[config.mk]
export PLATFORM = sky130hd
export DESIGN_NAME = wb_regfile_slave_flat
export DESIGN_NICKNAME = d
export VERILOG_FILES = /design/src/rtl/wb_regfile_slave_if.sv /design/src/rtl/wb_regfile_slave.sv /design/src/flat_wrapper.sv
export SDC_FILE = /design/constraint.sdc
export NUM_CORES = 1
export LEC_CHECK = 0
export CAP_MARGIN = 20
export CORE_AREA = 2 2 160 162
export DETAILED_ROUTE_END_ITERATION = 7
export DIE_AREA = 0 0 162 164
export PLACE_DENSITY_LB_ADDON = 0.15
export SLEW_MARGIN = 20
export SYNTH_ARGS = -nofsm -noshare
export SYNTH_HDL_FRONTEND = slang
export SYNTH_SLANG_ARGS = --single-unit
[constraint.sdc]
create_clock -name clk_i -period 10.6 [get_ports clk_i]
set_input_delay 1.59 -clock clk_i [delete_from_list [all_inputs] [get_ports clk_i]]
set_output_delay 1.59 -clock clk_i [all_outputs]
set_load 0.01 [all_outputs]
[src/rtl/wb_regfile_slave_if.sv]
// Wishbone B4 classic-cycle bus bundle for the register-file slave.
// Master drives the request side; slave returns data and terminations.
interface wb_regfile_slave_if #(
  parameter int ADDR_W = 3
);
  logic              cyc_i;
  logic              stb_i;
  logic              we_i;
  logic [ADDR_W-1:0] adr_i;
  logic [31:0]       dat_i;
  logic [3:0]        sel_i;
  logic [31:0]       dat_o;
  logic              ack_o;
  logic              err_o;

  modport master (
    output cyc_i, stb_i, we_i,
    output adr_i, dat_i, sel_i,
    input  dat_o, ack_o, err_o
  );

  modport slave (
    input  cyc_i, stb_i, we_i,
    input  adr_i, dat_i, sel_i,
    output dat_o, ack_o, err_o
  );
endinterface

[src/rtl/wb_regfile_slave.sv]
// Wishbone classic slave: NUM_REGS x 32-bit byte-lane registers,
// programmable wait states, error termination on unmapped words.
module wb_regfile_slave #(
  parameter int          NUM_REGS    = 6,
  parameter int          ADDR_W      = 3,
  parameter int          WAIT_STATES = 2,
  parameter logic [31:0] RESET_VAL   = 32'h0000_0000
) (
  input  logic clk_i,
  input  logic rst_i,
  wb_regfile_slave_if.slave wb
);

  typedef enum logic [1:0] {
    S_IDLE,
    S_WAIT,
    S_TERM
  } state_t;

  localparam logic [7:0] WS_M1 =
    (WAIT_STATES == 0) ? 8'd0 : 8'(WAIT_STATES - 1);

  state_t state, state_n;
  logic [7:0] cnt, cnt_n;
  logic req, term, hit, bypass;

  logic              l_we;
  logic [ADDR_W-1:0] l_adr;
  logic [31:0]       l_dat;
  logic [3:0]        l_sel;

  logic              t_we;
  logic [ADDR_W-1:0] t_adr;
  logic [31:0]       t_dat;
  logic [3:0]        t_sel;
  logic [31:0]       rd_dat;

  logic [31:0] regs [NUM_REGS];

  assign req = wb.cyc_i & wb.stb_i;

  always_comb begin
    state_n = state;
    cnt_n   = cnt;
    term    = 1'b0;
    unique case (state)
      S_IDLE: begin
        if (req) begin
          if (WAIT_STATES == 0) begin
            state_n = S_TERM;
            term    = 1'b1;
          end else begin
            state_n = S_WAIT;
            cnt_n   = WS_M1;
          end
        end
      end
      S_WAIT: begin
        if (!req) begin
          state_n = S_IDLE;
        end else if (cnt == 8'd0) begin
          state_n = S_TERM;
          term    = 1'b1;
        end else begin
          cnt_n = cnt - 8'd1;
        end
      end
      S_TERM:  state_n = S_IDLE;
      default: state_n = S_IDLE;
    endcase
  end

  // Zero-wait terminations happen on the acceptance edge itself,
  // so they must use the live request rather than the latched copy.
  assign bypass = (state == S_IDLE);
  assign t_we   = bypass ? wb.we_i  : l_we;
  assign t_adr  = bypass ? wb.adr_i : l_adr;
  assign t_dat  = bypass ? wb.dat_i : l_dat;
  assign t_sel  = bypass ? wb.sel_i : l_sel;

  assign hit    = 32'(t_adr) < 32'(NUM_REGS);
  assign rd_dat = hit ? regs[t_adr] : 32'h0;

  always_ff @(posedge clk_i or posedge rst_i) begin
    if (rst_i) begin
      state    <= S_IDLE;
      cnt      <= 8'd0;
      l_we     <= 1'b0;
      l_adr    <= '0;
      l_dat    <= 32'h0;
      l_sel    <= 4'h0;
      wb.ack_o <= 1'b0;
      wb.err_o <= 1'b0;
      wb.dat_o <= 32'h0;
      for (int i = 0; i < NUM_REGS; i++)
        regs[i] <= RESET_VAL;
    end else begin
      state    <= state_n;
      cnt      <= cnt_n;
      wb.ack_o <= term & hit;
      wb.err_o <= term & ~hit;
      wb.dat_o <= (term & hit & ~t_we) ? rd_dat : 32'h0;
      if (state == S_IDLE && req) begin
        l_we  <= wb.we_i;
        l_adr <= wb.adr_i;
        l_dat <= wb.dat_i;
        l_sel <= wb.sel_i;
      end
      if (term && hit && t_we) begin
        for (int b = 0; b < 4; b++)
          if (t_sel[b])
            regs[t_adr][8*b +: 8] <= t_dat[8*b +: 8];
      end
    end
  end

endmodule
[src/flat_wrapper.sv]
// flat-port wrapper written by rule: the top's interface ports become plain ports
module wb_regfile_slave_flat 
#(
  parameter int          NUM_REGS    = 6,
  parameter int          ADDR_W      = 3,
  parameter int          WAIT_STATES = 2,
  parameter logic [31:0] RESET_VAL   = 32'h0000_0000
)
  (clk_i, rst_i, wb_cyc_i, wb_stb_i, wb_we_i, wb_adr_i, wb_dat_i, wb_sel_i, wb_dat_o, wb_ack_o, wb_err_o);
  wb_regfile_slave_if #(.ADDR_W(ADDR_W)) wb_i ();
  input  logic clk_i;
  input  logic rst_i;
  input wire logic [$bits(wb_i.cyc_i)-1:0] wb_cyc_i;
  input wire logic [$bits(wb_i.stb_i)-1:0] wb_stb_i;
  input wire logic [$bits(wb_i.we_i)-1:0] wb_we_i;
  input wire logic [$bits(wb_i.adr_i)-1:0] wb_adr_i;
  input wire logic [$bits(wb_i.dat_i)-1:0] wb_dat_i;
  input wire logic [$bits(wb_i.sel_i)-1:0] wb_sel_i;
  output wire logic [$bits(wb_i.dat_o)-1:0] wb_dat_o;
  output wire logic [$bits(wb_i.ack_o)-1:0] wb_ack_o;
  output wire logic [$bits(wb_i.err_o)-1:0] wb_err_o;
  assign wb_i.cyc_i = wb_cyc_i;
  assign wb_i.stb_i = wb_stb_i;
  assign wb_i.we_i = wb_we_i;
  assign wb_i.adr_i = wb_adr_i;
  assign wb_i.dat_i = wb_dat_i;
  assign wb_i.sel_i = wb_sel_i;
  assign wb_dat_o = wb_i.dat_o;
  assign wb_ack_o = wb_i.ack_o;
  assign wb_err_o = wb_i.err_o;
  wb_regfile_slave #(.NUM_REGS(NUM_REGS), .ADDR_W(ADDR_W), .WAIT_STATES(WAIT_STATES), .RESET_VAL(RESET_VAL)) u_core (.clk_i(clk_i), .rst_i(rst_i), .wb(wb_i));
endmodule
Word-level counts from Yosys, hierarchy flattened
Cells that the tools add are included.
{"block": "classes", "n_addsub": 1, "magnitude_cmp": 3, "eq_ne": 5, "mux": 39, "n_bitwise": 7, "n_reduce_logical": 9}
{"cell": "192-bit two-way mux", "n": 7}
{"cell": "192-bit bitwise mux", "n": 4}
{"cell": "32-bit demux with 3-bit select", "n": 4}
{"cell": "32-bit two-way mux", "n": 6}
{"cell": "32-bit binary-select mux with 3-bit select", "n": 1}
{"cell": "8-bit two-way mux", "n": 4}
{"cell": "24-bit two-way mux", "n": 1}
{"cell": "16-bit two-way mux", "n": 1}
{"cell": "8-bit one-hot mux with 2 select lines", "n": 1}
{"cell": "8-bit zero test", "n": 1}
{"cell": "8-bit by 1-bit subtractor with 8-bit output, second input constant", "n": 1}
{"cell": "2-bit two-way mux", "n": 3}
{"cell": "1-bit AND", "n": 4}
{"cell": "4-bit greater-or-equal comparator, second input constant", "n": 1}
{"cell": "1-bit logical AND", "n": 4}
{"cell": "4-bit by 1-bit < comparator with 1-bit output, second input constant", "n": 1}
{"cell": "1-bit two-way mux", "n": 4}
{"cell": "4-bit two-way mux", "n": 1}
{"cell": "2-bit by 1-bit inequality test with 1-bit output, second input constant", "n": 2}
{"cell": "3-bit inverter with 4-bit output", "n": 1}
{"cell": "2-bit one-hot mux with 2 select lines", "n": 1}
{"cell": "4-bit AND reduction", "n": 1}
{"cell": "3-bit < comparator, second input constant", "n": 1}
{"cell": "3-bit two-way mux", "n": 1}
{"cell": "other kinds (7)", "n": 8}
{"block": "totals", "ff_bits": 276, "inputBits": 44, "out_inout_bits": 34, "wordCells": 79}

Depth between registers and ports, before layout
Gate-level depths: netlist of run 1.
{"block": "logic_depth", "ltp_word": 18, "depth_mapped": 10, "ltp_nobuf": 8}

Worst setup path after synthesis of run 1
Ideal clock, no wire load.
{"block": "synth_path", "path_kind": "input -> register", "startpoint": "input wb_adr_i[1]", "endpoint": "register u_core.regs[128] in the netlist's numbering", "setup_ns": 0.125, "arrival_time_ns": 3.142, "required_time_ns": 10.475, "path_slack_ns": 7.333, "path_stages": 6, "path_buffers": 1, "path_cell_list": "or4_4 -> o31ai_4 -> nand2_2 -> or3b_1 -> buf_6 -> mux2_4"}
{"block": "synth_via", "elab_chain_cells": 17, "elab_cells_between_ends": 24, "cone_classes": "order compare (3); mux (17); bitwise (1); reduce/logical (3)"}
{"item": "start, declared", "line_no": "flat_wrapper.sv:16", "text": "input wire logic [$bits(wb_i.adr_i)-1:0] wb_adr_i;"}
{"item": "3-bit two-way mux (*)", "line_no": "wb_regfile_slave.sv:77", "text": "assign t_adr = bypass ? wb.adr_i : l_adr;"}
{"item": "3-bit inverter with 4-bit output (not written as such)", "line_no": "wb_regfile_slave.sv:112", "text": "regs[t_adr][8*b +: 8] <= t_dat[8*b +: 8];"}
{"item": "4-bit greater-or-equal comparator (not written as such) or 4-bit by 1-bit < comparator with 1-bit output (tied branches)", "line_no": "wb_regfile_slave.sv:112"}
{"item": "1-bit logical AND (not written as such)", "line_no": "wb_regfile_slave.sv:112"}
{"item": "8-bit two-way mux (not written as such)", "line_no": "wb_regfile_slave.sv:112"}
{"item": "32-bit demux with 3-bit select", "line_no": "wb_regfile_slave.sv:112"}
{"item": "192-bit bitwise mux", "line_no": "wb_regfile_slave.sv:112"}
{"item": "192-bit two-way mux", "line_no": "wb_regfile_slave.sv:111", "text": "if (t_sel[b])"}
{"item": "192-bit two-way mux", "line_no": "wb_regfile_slave.sv:109", "text": "if (term && hit && t_we) begin"}
{"item": "192-bit bitwise mux", "line_no": "wb_regfile_slave.sv:112"}
{"item": "192-bit two-way mux", "line_no": "wb_regfile_slave.sv:111"}
{"item": "192-bit two-way mux", "line_no": "wb_regfile_slave.sv:109"}
{"item": "192-bit bitwise mux", "line_no": "wb_regfile_slave.sv:112"}
{"item": "192-bit two-way mux", "line_no": "wb_regfile_slave.sv:111"}
{"item": "192-bit two-way mux", "line_no": "wb_regfile_slave.sv:109"}
{"item": "192-bit bitwise mux", "line_no": "wb_regfile_slave.sv:112"}
{"item": "192-bit two-way mux", "line_no": "wb_regfile_slave.sv:111"}
{"item": "end signal, assigned by index", "line_no": "wb_regfile_slave.sv:112"}
{"item": "end, declared", "line_no": "wb_regfile_slave.sv:38", "text": "logic [31:0] regs [NUM_REGS];"}
Every way passes the cells marked *; elsewhere a longest branch is shown, timed or not. The select of a mux whose other input is x is not followed.
A chain may end at the register's enable or synchronous reset.

Worst setup path in the final report of run 1
{"block": "layout_path", "startpoint": "input wb_stb_i", "endpoint": "register u_core.regs[134] in the netlist's numbering"}
{"block": "layout_via", "elab_chain_cells": 5}
{"item": "start, declared", "line_no": "flat_wrapper.sv:14", "text": "input wire logic [$bits(wb_i.stb_i)-1:0] wb_stb_i;"}
{"item": "1-bit AND", "line_no": "wb_regfile_slave.sv:40", "text": "assign req = wb.cyc_i & wb.stb_i;"}
{"item": "1-bit two-way mux", "line_no": "wb_regfile_slave.sv:59", "text": "if (!req) begin"}
{"item": "1-bit two-way mux", "line_no": "wb_regfile_slave.sv:46", "text": "unique case (state)"}
{"item": "1-bit logical AND (2 in series)", "line_no": "wb_regfile_slave.sv:109"}
No other way between the ends.

==> results by group, run 1 <==
Place
  – Cell area after placement: 13700 um^2
  – Post-DP HPWL: 17400 um
  – Final RePlAce weighted congestion: 0.788
  – Pre-CTS setup slack: 5.94 ns
  – Quantity of I/O buffers inserted on ports: 77

Pwr
  – Pwr/cell area: 167 nW/um^2
  – Total power of the final layout: 2450 uW
  – Static power due to leakage: 0.00713 uW
  – Worst vdd ir: 0.124 mV

Floorplan
  – Core Rows: 58
  – Horizontal extent of the die: 162 um
  – Die area: 26600 um^2
  – Number of I/O pins: 78
  – Floorplan core area: 24800 um^2
  – Die height: 164 um
  – Initial core utilization: 0.510

Clock network
  – Number of hold buffers added after CTS: 0
  – Register clock-pin slew on the reported worst setup and hold paths: 0.06 ns
  – Maximum clock insertion buffer count: 3
  – Clk Tree Root Cell: sky130_fd_sc_hd__clkbuf_16
  – Clock latency at the later pin of the worst-skew pair: 0.55 ns
  – Max H-tree Level: 1
  – Number of CTS-inserted buffers: 30
  – Post-cts repair resize count: 0
  – Number of sinks on the clock net: 276
  – TritonCTS clock tree: yes
  – Post-CTS Setup Repair Bufs: 0

GRT
  – GRT Residual Overflow: 0
  – Antenna violations before repair: 0
  – Global-route wire length before repair: 47900 um
  – Number of global-route vias before repair: 8541
  – Global router's overall resource usage: 0.228
  – Pin count of the biggest net entering global routing: 154

STA
  – Unrepaired setup endpoints after global routing: false
  – Sum of negative setup slack: 0 ns
  – Hold_ws: 0.495 ns
  – Least setup slack across all paths after layout: 6.49 ns
  – Clock skew: 0.0154 ns
  – Headroom to the max-slew limit: 0.392
  – FMAX: 244 MHz
  – Final setup violation count: 0
  – Share of the clock period used by the worst path after layout: 0.387
  – Min cycle time layout: 4.11 ns
  – Number of slew-limit violations in the final report: 0
  – Actual slew at the worst max-slew pin: 0.912 ns
  – Final hold violation count: 0

Yosys
  – Async S/R FF share, synth: 1.00
  – Main synth FF type: sky130_fd_sc_hd__dfrtp_1
  – Number of enable-type register cells in the synthesized netlist: 0
  – Xor/xnor share of the synthesized area: 0.00415
  – Compound-Gate Fraction of Synth Area: 0.0902
  – Sequential share of the synthesized area: 0.546
  – Distinct cells, synth: 57
  – Syn Area/Cell: 11.8 um^2
  – Main combinational cell family by area after synthesis: multiplexers
  – Synth Area in Simple Gates: 0.104
  – Warnings from Yosys: 0
  – Synthesized Nets: 1118
  – Netlist Area Pre-Place: 12700 um^2
  – Synth Register Bits: 276
  – Synthesized-area fraction occupied by adder cells: 0.00198
  – Synthesized instance count: 1072
  – Multiplexer fraction of the synthesized cell area: 0.222

Worst setup path
  – Maximum fanout along the worst path: 41
  – Cell depth of the worst flop-to-flop path: 6
  – Type of destination of the critical path: register
  – Worst Path Required: 11.03 ns
  – Ordered cell list for the critical path: clkdlybuf4s50_1 > and4b_1 > and3_1 > nand3_2 > or3b_1 > mux2_4
  – Arrival time at the worst endpoint: 4.53 ns
  – Highest cell delay on the worst timing path: 0.84 ns
  – Count of cell instances traversed by the critical path: 6
  – Type of element launching the critical path: input port
  – Dominant delay contributor by cell family on the critical path: simple AND/OR/NAND/NOR gates
  – Setup Crit Path Kind: input port to register
  – Critical-path cell with the highest stage delay: sky130_fd_sc_hd__or3b_1
  – Buffering stage count on the worst path with inverters included: 1

Cells and area
  – Most frequent standard cell in the layout excluding fill and tap cells: sky130_fd_sc_hd__dfrtp_1
  – Antenna fix cells: 0
  – Post-Layout Inst Area: 14700 um^2
  – Synthesis-to-layout area growth: 15.8%
  – Commonest cells after routing, fill and taps aside: sky130_fd_sc_hd__dfrtp_1 (276), sky130_fd_sc_hd__nand2_1 (153), sky130_fd_sc_hd__mux2_2 (152)
  – Share of cells above drive strength 1: 0.220
  – Post-layout nets: 1175

Routing
  – Router iterations before antenna repair: 5
  – Routed vias/inst: 5.77
  – Remaining number of nets flagged by the antenna check after routing: 0
  – DRC violation count after routing: 0
  – Wire per inst: 19.9 um
  – Vias after detailed routing: 8544
  – Wire length after detailed routing: 29600 um
  – Violation count after the first detailed-route iteration: 556

Worst hold path
  – HP Class: register to register
  – Cells on Worst Hold Path: 1

Run status
  – Run status: complete, no violations

Flow run
  – Max_cap viols: 0
routing by layer:
layer	track usage	wire [um]	part of all wire
met1	0.323	13600	0.46
met2	0.380	14100	0.48
met3	0.0230	1160	0.039
met4	0.0615	630	0.021
met5	0	0	0
registers in the layout, indices dropped and copies added, names as in the netlist:
name / count
u_core.l_dat: 32
u_core.l_we: 1
u_core.cnt: 8
u_core.wb.err_o: 1
u_core.l_adr: 3
u_core.wb.ack_o: 1
u_core.state: 2
u_core.wb.dat_o: 32
u_core.l_sel: 4
u_core.regs: 192
area by class of cell:
type                       count  area (um^2)
clock buffer                  48          930
multi-input combinational    711         5400
clock inverter                 7         60.1
fill                        2105        10200
inverter                      23         93.8
tap                          330          413
timing repair buffer          87          858
sequential                   276         6910
cell usage after synthesis, drive strengths merged, types with 3 or more instances:
library cell	n	area, um^2
a31oi	4	40.0
a32oi	30	263
and3	32	200
buf	36	219
clkbuf	26	97.6
dfrtp	276	6910
inv	23	86.3
mux2	163	1870
mux2i	95	951
nand2	154	581
nand3	17	160
nand4	9	81.3
nor2	21	93.8
nor3	3	26.3
o21ai	146	731
or2	4	25.0
xor2	6	52.6
worst register-to-register path, delay by kind of cell (launching register included):
kind	cells	cell delay, ns
buffers and inverters	1	0.46
DFF	1	0.63
muxes	2	0.74
and+or+nand+nor	3	1.65
worst paths after layout:
path,from,end,slack (ns)
worst max register to register,u_core.state[1]$_DFFE_PP0P_,u_core.regs[134]$_DFFE_PP0P_,7.01
worst min-delay path,u_core.regs[33]$_DFFE_PP0P_,u_core.regs[33]$_DFFE_PP0P_,0.49
max in group asynchronous,rst_i,u_core.regs[80]$_DFFE_PP0P_,7.65
worst max-delay path,wb_stb_i,u_core.regs[134]$_DFFE_PP0P_,6.49
min in group asynchronous,rst_i,u_core.regs[42]$_DFFE_PP0P_,1.63
worst min register to register,u_core.regs[33]$_DFFE_PP0P_,u_core.regs[33]$_DFFE_PP0P_,0.49
power by group:
| part | switching, uW | internal [uW] |
|---|---|---|
| sequential | 34.2 | 1100 |
| combinational | 178 | 105 |
| clock | 416 | 620 |
| total | 628 | 1820 |
logic make-up after synthesis:
family | count (synthesis)
adder cells (fa/ha/maj) | 2
multiplexers | 258
AO/OA/AOI/OAI | 191
flip-flops | 276
AND/OR/NAND/NOR | 254
buffers and inverters | 85
XOR/XNOR | 6
per-stage QoR:
| stage | utilization | instances |
|---|---|---|
| final | 0.591 | 1482 |
| after global routing | 0.591 | 1482 |
| after CTS | 0.591 | 1482 |
| after detailed placement | 0.551 | 1427 |
| after global placement | 0.551 | 1427 |
| after floorplan | - | 1072 |
Power figures use the tool's default switching activity.
==> run 2, diff against run 1 <==
- clock period: 10.6 -> 3.9 ns (I/O delays scaled with it)
==> run 2 against run 1 <==
- critical endpoint is now u_core.wb.dat_o[27]$_DFF_PP0_
- highest routed layer unchanged
- flip-flop and latch count stayed put
- die area did not move
- first-iteration DRC count rose by 1.4%
==> results by group, run 2 (synthesis gave the netlist of run 1 again) <==
Run status
  – Run status: complete, no violations

Worst setup path
  – Ordered cell list for the critical path: nor2_4 > buf_4 > nand2_1 > nand2_1 > buf_4 > o21ai_0 > and3_1
  – Arrival time at the worst endpoint: 3.86 ns
  – Cell depth of the worst flop-to-flop path: 7
  – Type of destination of the critical path: register
  – Worst Path Required: 4.31 ns
  – FF-to-FF Start: u_core.state[0]$_DFFE_PP0P_
  – Critical-path cell with the highest stage delay: sky130_fd_sc_hd__nor2_4
  – Highest cell delay on the worst timing path: 0.84 ns
  – Type of element launching the critical path: register
  – Setup Crit Path Kind: register to register
  – Maximum fanout along the worst path: 28
  – CP startpoint: u_core.state[0]$_DFFE_PP0P_

Clock network
  – Number of hold buffers added after CTS: 0
  – Register clock-pin slew on the reported worst setup and hold paths: 0.06 ns
  – Number of CTS-inserted buffers: 28
  – Number of sinks on the clock net: 276
  – Max H-tree Level: 1
  – Clk Tree Root Cell: sky130_fd_sc_hd__clkbuf_16
  – TritonCTS clock tree: yes
  – Post-CTS Setup Repair Bufs: 0
  – Clock latency at the later pin of the worst-skew pair: 0.54 ns
  – Maximum clock insertion buffer count: 3
  – Post-cts repair resize count: 0

Place
  – Cell area after placement: 13800 um^2
  – Final RePlAce weighted congestion: 0.799
  – Quantity of I/O buffers inserted on ports: 77
  – Total placed cells including tap cells: 1442
  – Pre-CTS setup slack: 0.474 ns
  – Post-DP HPWL: 19100 um

Floorplan
  – Core Rows: 58
  – Die area: 26600 um^2
  – Initial core utilization: 0.510
  – Number of I/O pins: 78
  – Floorplan core area: 24800 um^2
  – Die height: 164 um
  – Horizontal extent of the die: 162 um

STA
  – Share of the clock period used by the worst path after layout: 0.885
  – Final setup violation count: 0
  – FMAX: 290 MHz
  – Least setup slack across all paths after layout: 0.450 ns
  – Final hold violation count: 0
  – Actual slew at the worst max-slew pin: 0.972 ns
  – Unrepaired setup endpoints after global routing: false
  – Clock skew: 0.00933 ns
  – Headroom to the max-slew limit: 0.350
  – Number of slew-limit violations in the final report: 0
  – Min cycle time layout: 3.45 ns

Cells and area
  – Share of cells above drive strength 1: 0.228
  – Top flop regs: u_core.regs x192, u_core.l_dat x32, u_core.wb.dat_o x32
  – Most frequent standard cell in the layout excluding fill and tap cells: sky130_fd_sc_hd__dfrtp_1
  – Largest register FFs: 192
  – Number of fillers in the final layout: 2072
  – Non-filler cells in the finished layout: 1491
  – Commonest cells after routing, fill and taps aside: sky130_fd_sc_hd__dfrtp_1 (276), sky130_fd_sc_hd__nand2_1 (153), sky130_fd_sc_hd__mux2_2 (152)
  – Synthesis-to-layout area growth: 16.3%
  – Post-Route Utilization: 0.593
  – Reg with most FFs: u_core.regs
  – Post-Layout Inst Area: 14700 um^2
  – Post-layout nets: 1188

Routing
  – Wire length after detailed routing: 29900 um
  – Remaining number of nets flagged by the antenna check after routing: 0
  – DRC violation count after routing: 0
  – Routed vias/inst: 5.76
  – Router iterations before antenna repair: 4
  – Vias after detailed routing: 8583
  – Violation count after the first detailed-route iteration: 564
  – Wire per inst: 20.1 um

Worst hold path
  – HP Class: input port to async pin

Pwr
  – Logic gate share of total power: 0.122
  – Worst vdd ir: 0.356 mV
  – Pwr/cell area: 440 nW/um^2
  – Cell-internal power: 4820 uW
  – Sequential Power Share: 0.475
  – Reported net switching power: 1660 uW
  – Clock network fraction of design power: 0.403
  – Switching fraction of total power: 0.256
  – Static power due to leakage: 0.00717 uW
  – Total power of the final layout: 6480 uW

GRT
  – Global router's overall resource usage: 0.234
  – Number of global-route vias before repair: 8852
  – Global-route wire length before repair: 48900 um
  – Pin count of the biggest net entering global routing: 101
  – Antenna violations before repair: 1
  – GRT Residual Overflow: 0

Flow run
  – Max_cap viols: 0
[run 2: critical path, delay by kind of cell, from the launching register on]
family          cells  cell delay [ns]
simple gates        4             1.72
flops               1             0.56
buf+inv             2             0.90
compound gates      1             0.12
[run 2: cell type report]
type                            count  area (um^2)  share of cell area
Antenna cell                        1         2.50            0.000170
Clock buffer                       44          882              0.0599
Clock inverter                      4         20.0             0.00136
Inverter                           23         90.1             0.00612
Multi-Input combinational cell    711         5390               0.366
Sequential cell                   276         6910               0.469
Tap cell                          330          413              0.0280
Timing Repair Buffer              102         1020              0.0693
[run 2: power by group through the flow]
stage	sequential [uW]	combinational, uW	clock, uW
3_5_place_dp	3130	797	0
4_1_cts	3080	800	2660
5_1_grt	3100	871	2780
2_1_floorplan	3110	536	0
6_report	3080	789	2610
3_3_place_gp	3120	788	0
[run 2: through the flow]
stage	TNS, ns	hold slack [ns]
final	0	0.343
after global routing	0	0.355
after CTS	0	0.337
after detailed placement	0	0.490
after global placement	0	0.481
after floorplan	-92.84	0.464
[run 2: worst paths after layout]
| check | slack (ns) | to |
|---|---|---|
| setup / recovery | 0.45 | u_core.wb.dat_o[27]$_DFF_PP0_ |
| hold / removal | 0.34 | u_core.regs[47]$_DFFE_PP0P_ |
| setup reg to reg | 0.45 | u_core.wb.dat_o[27]$_DFF_PP0_ |
| hold reg to reg | 0.50 | u_core.regs[13]$_DFFE_PP0P_ |
| max in group asynchronous | 2.71 | u_core.l_dat[29]$_DFFE_PP0P_ |
| min in group clk_i | 0.50 | u_core.regs[13]$_DFFE_PP0P_ |
[run 2: metal layers]
metal	GRT usage	routed length [um]
met2	0.385	14300
met5	0	0
met4	0.0664	824
met1	0.326	13500
met3	0.0338	1360
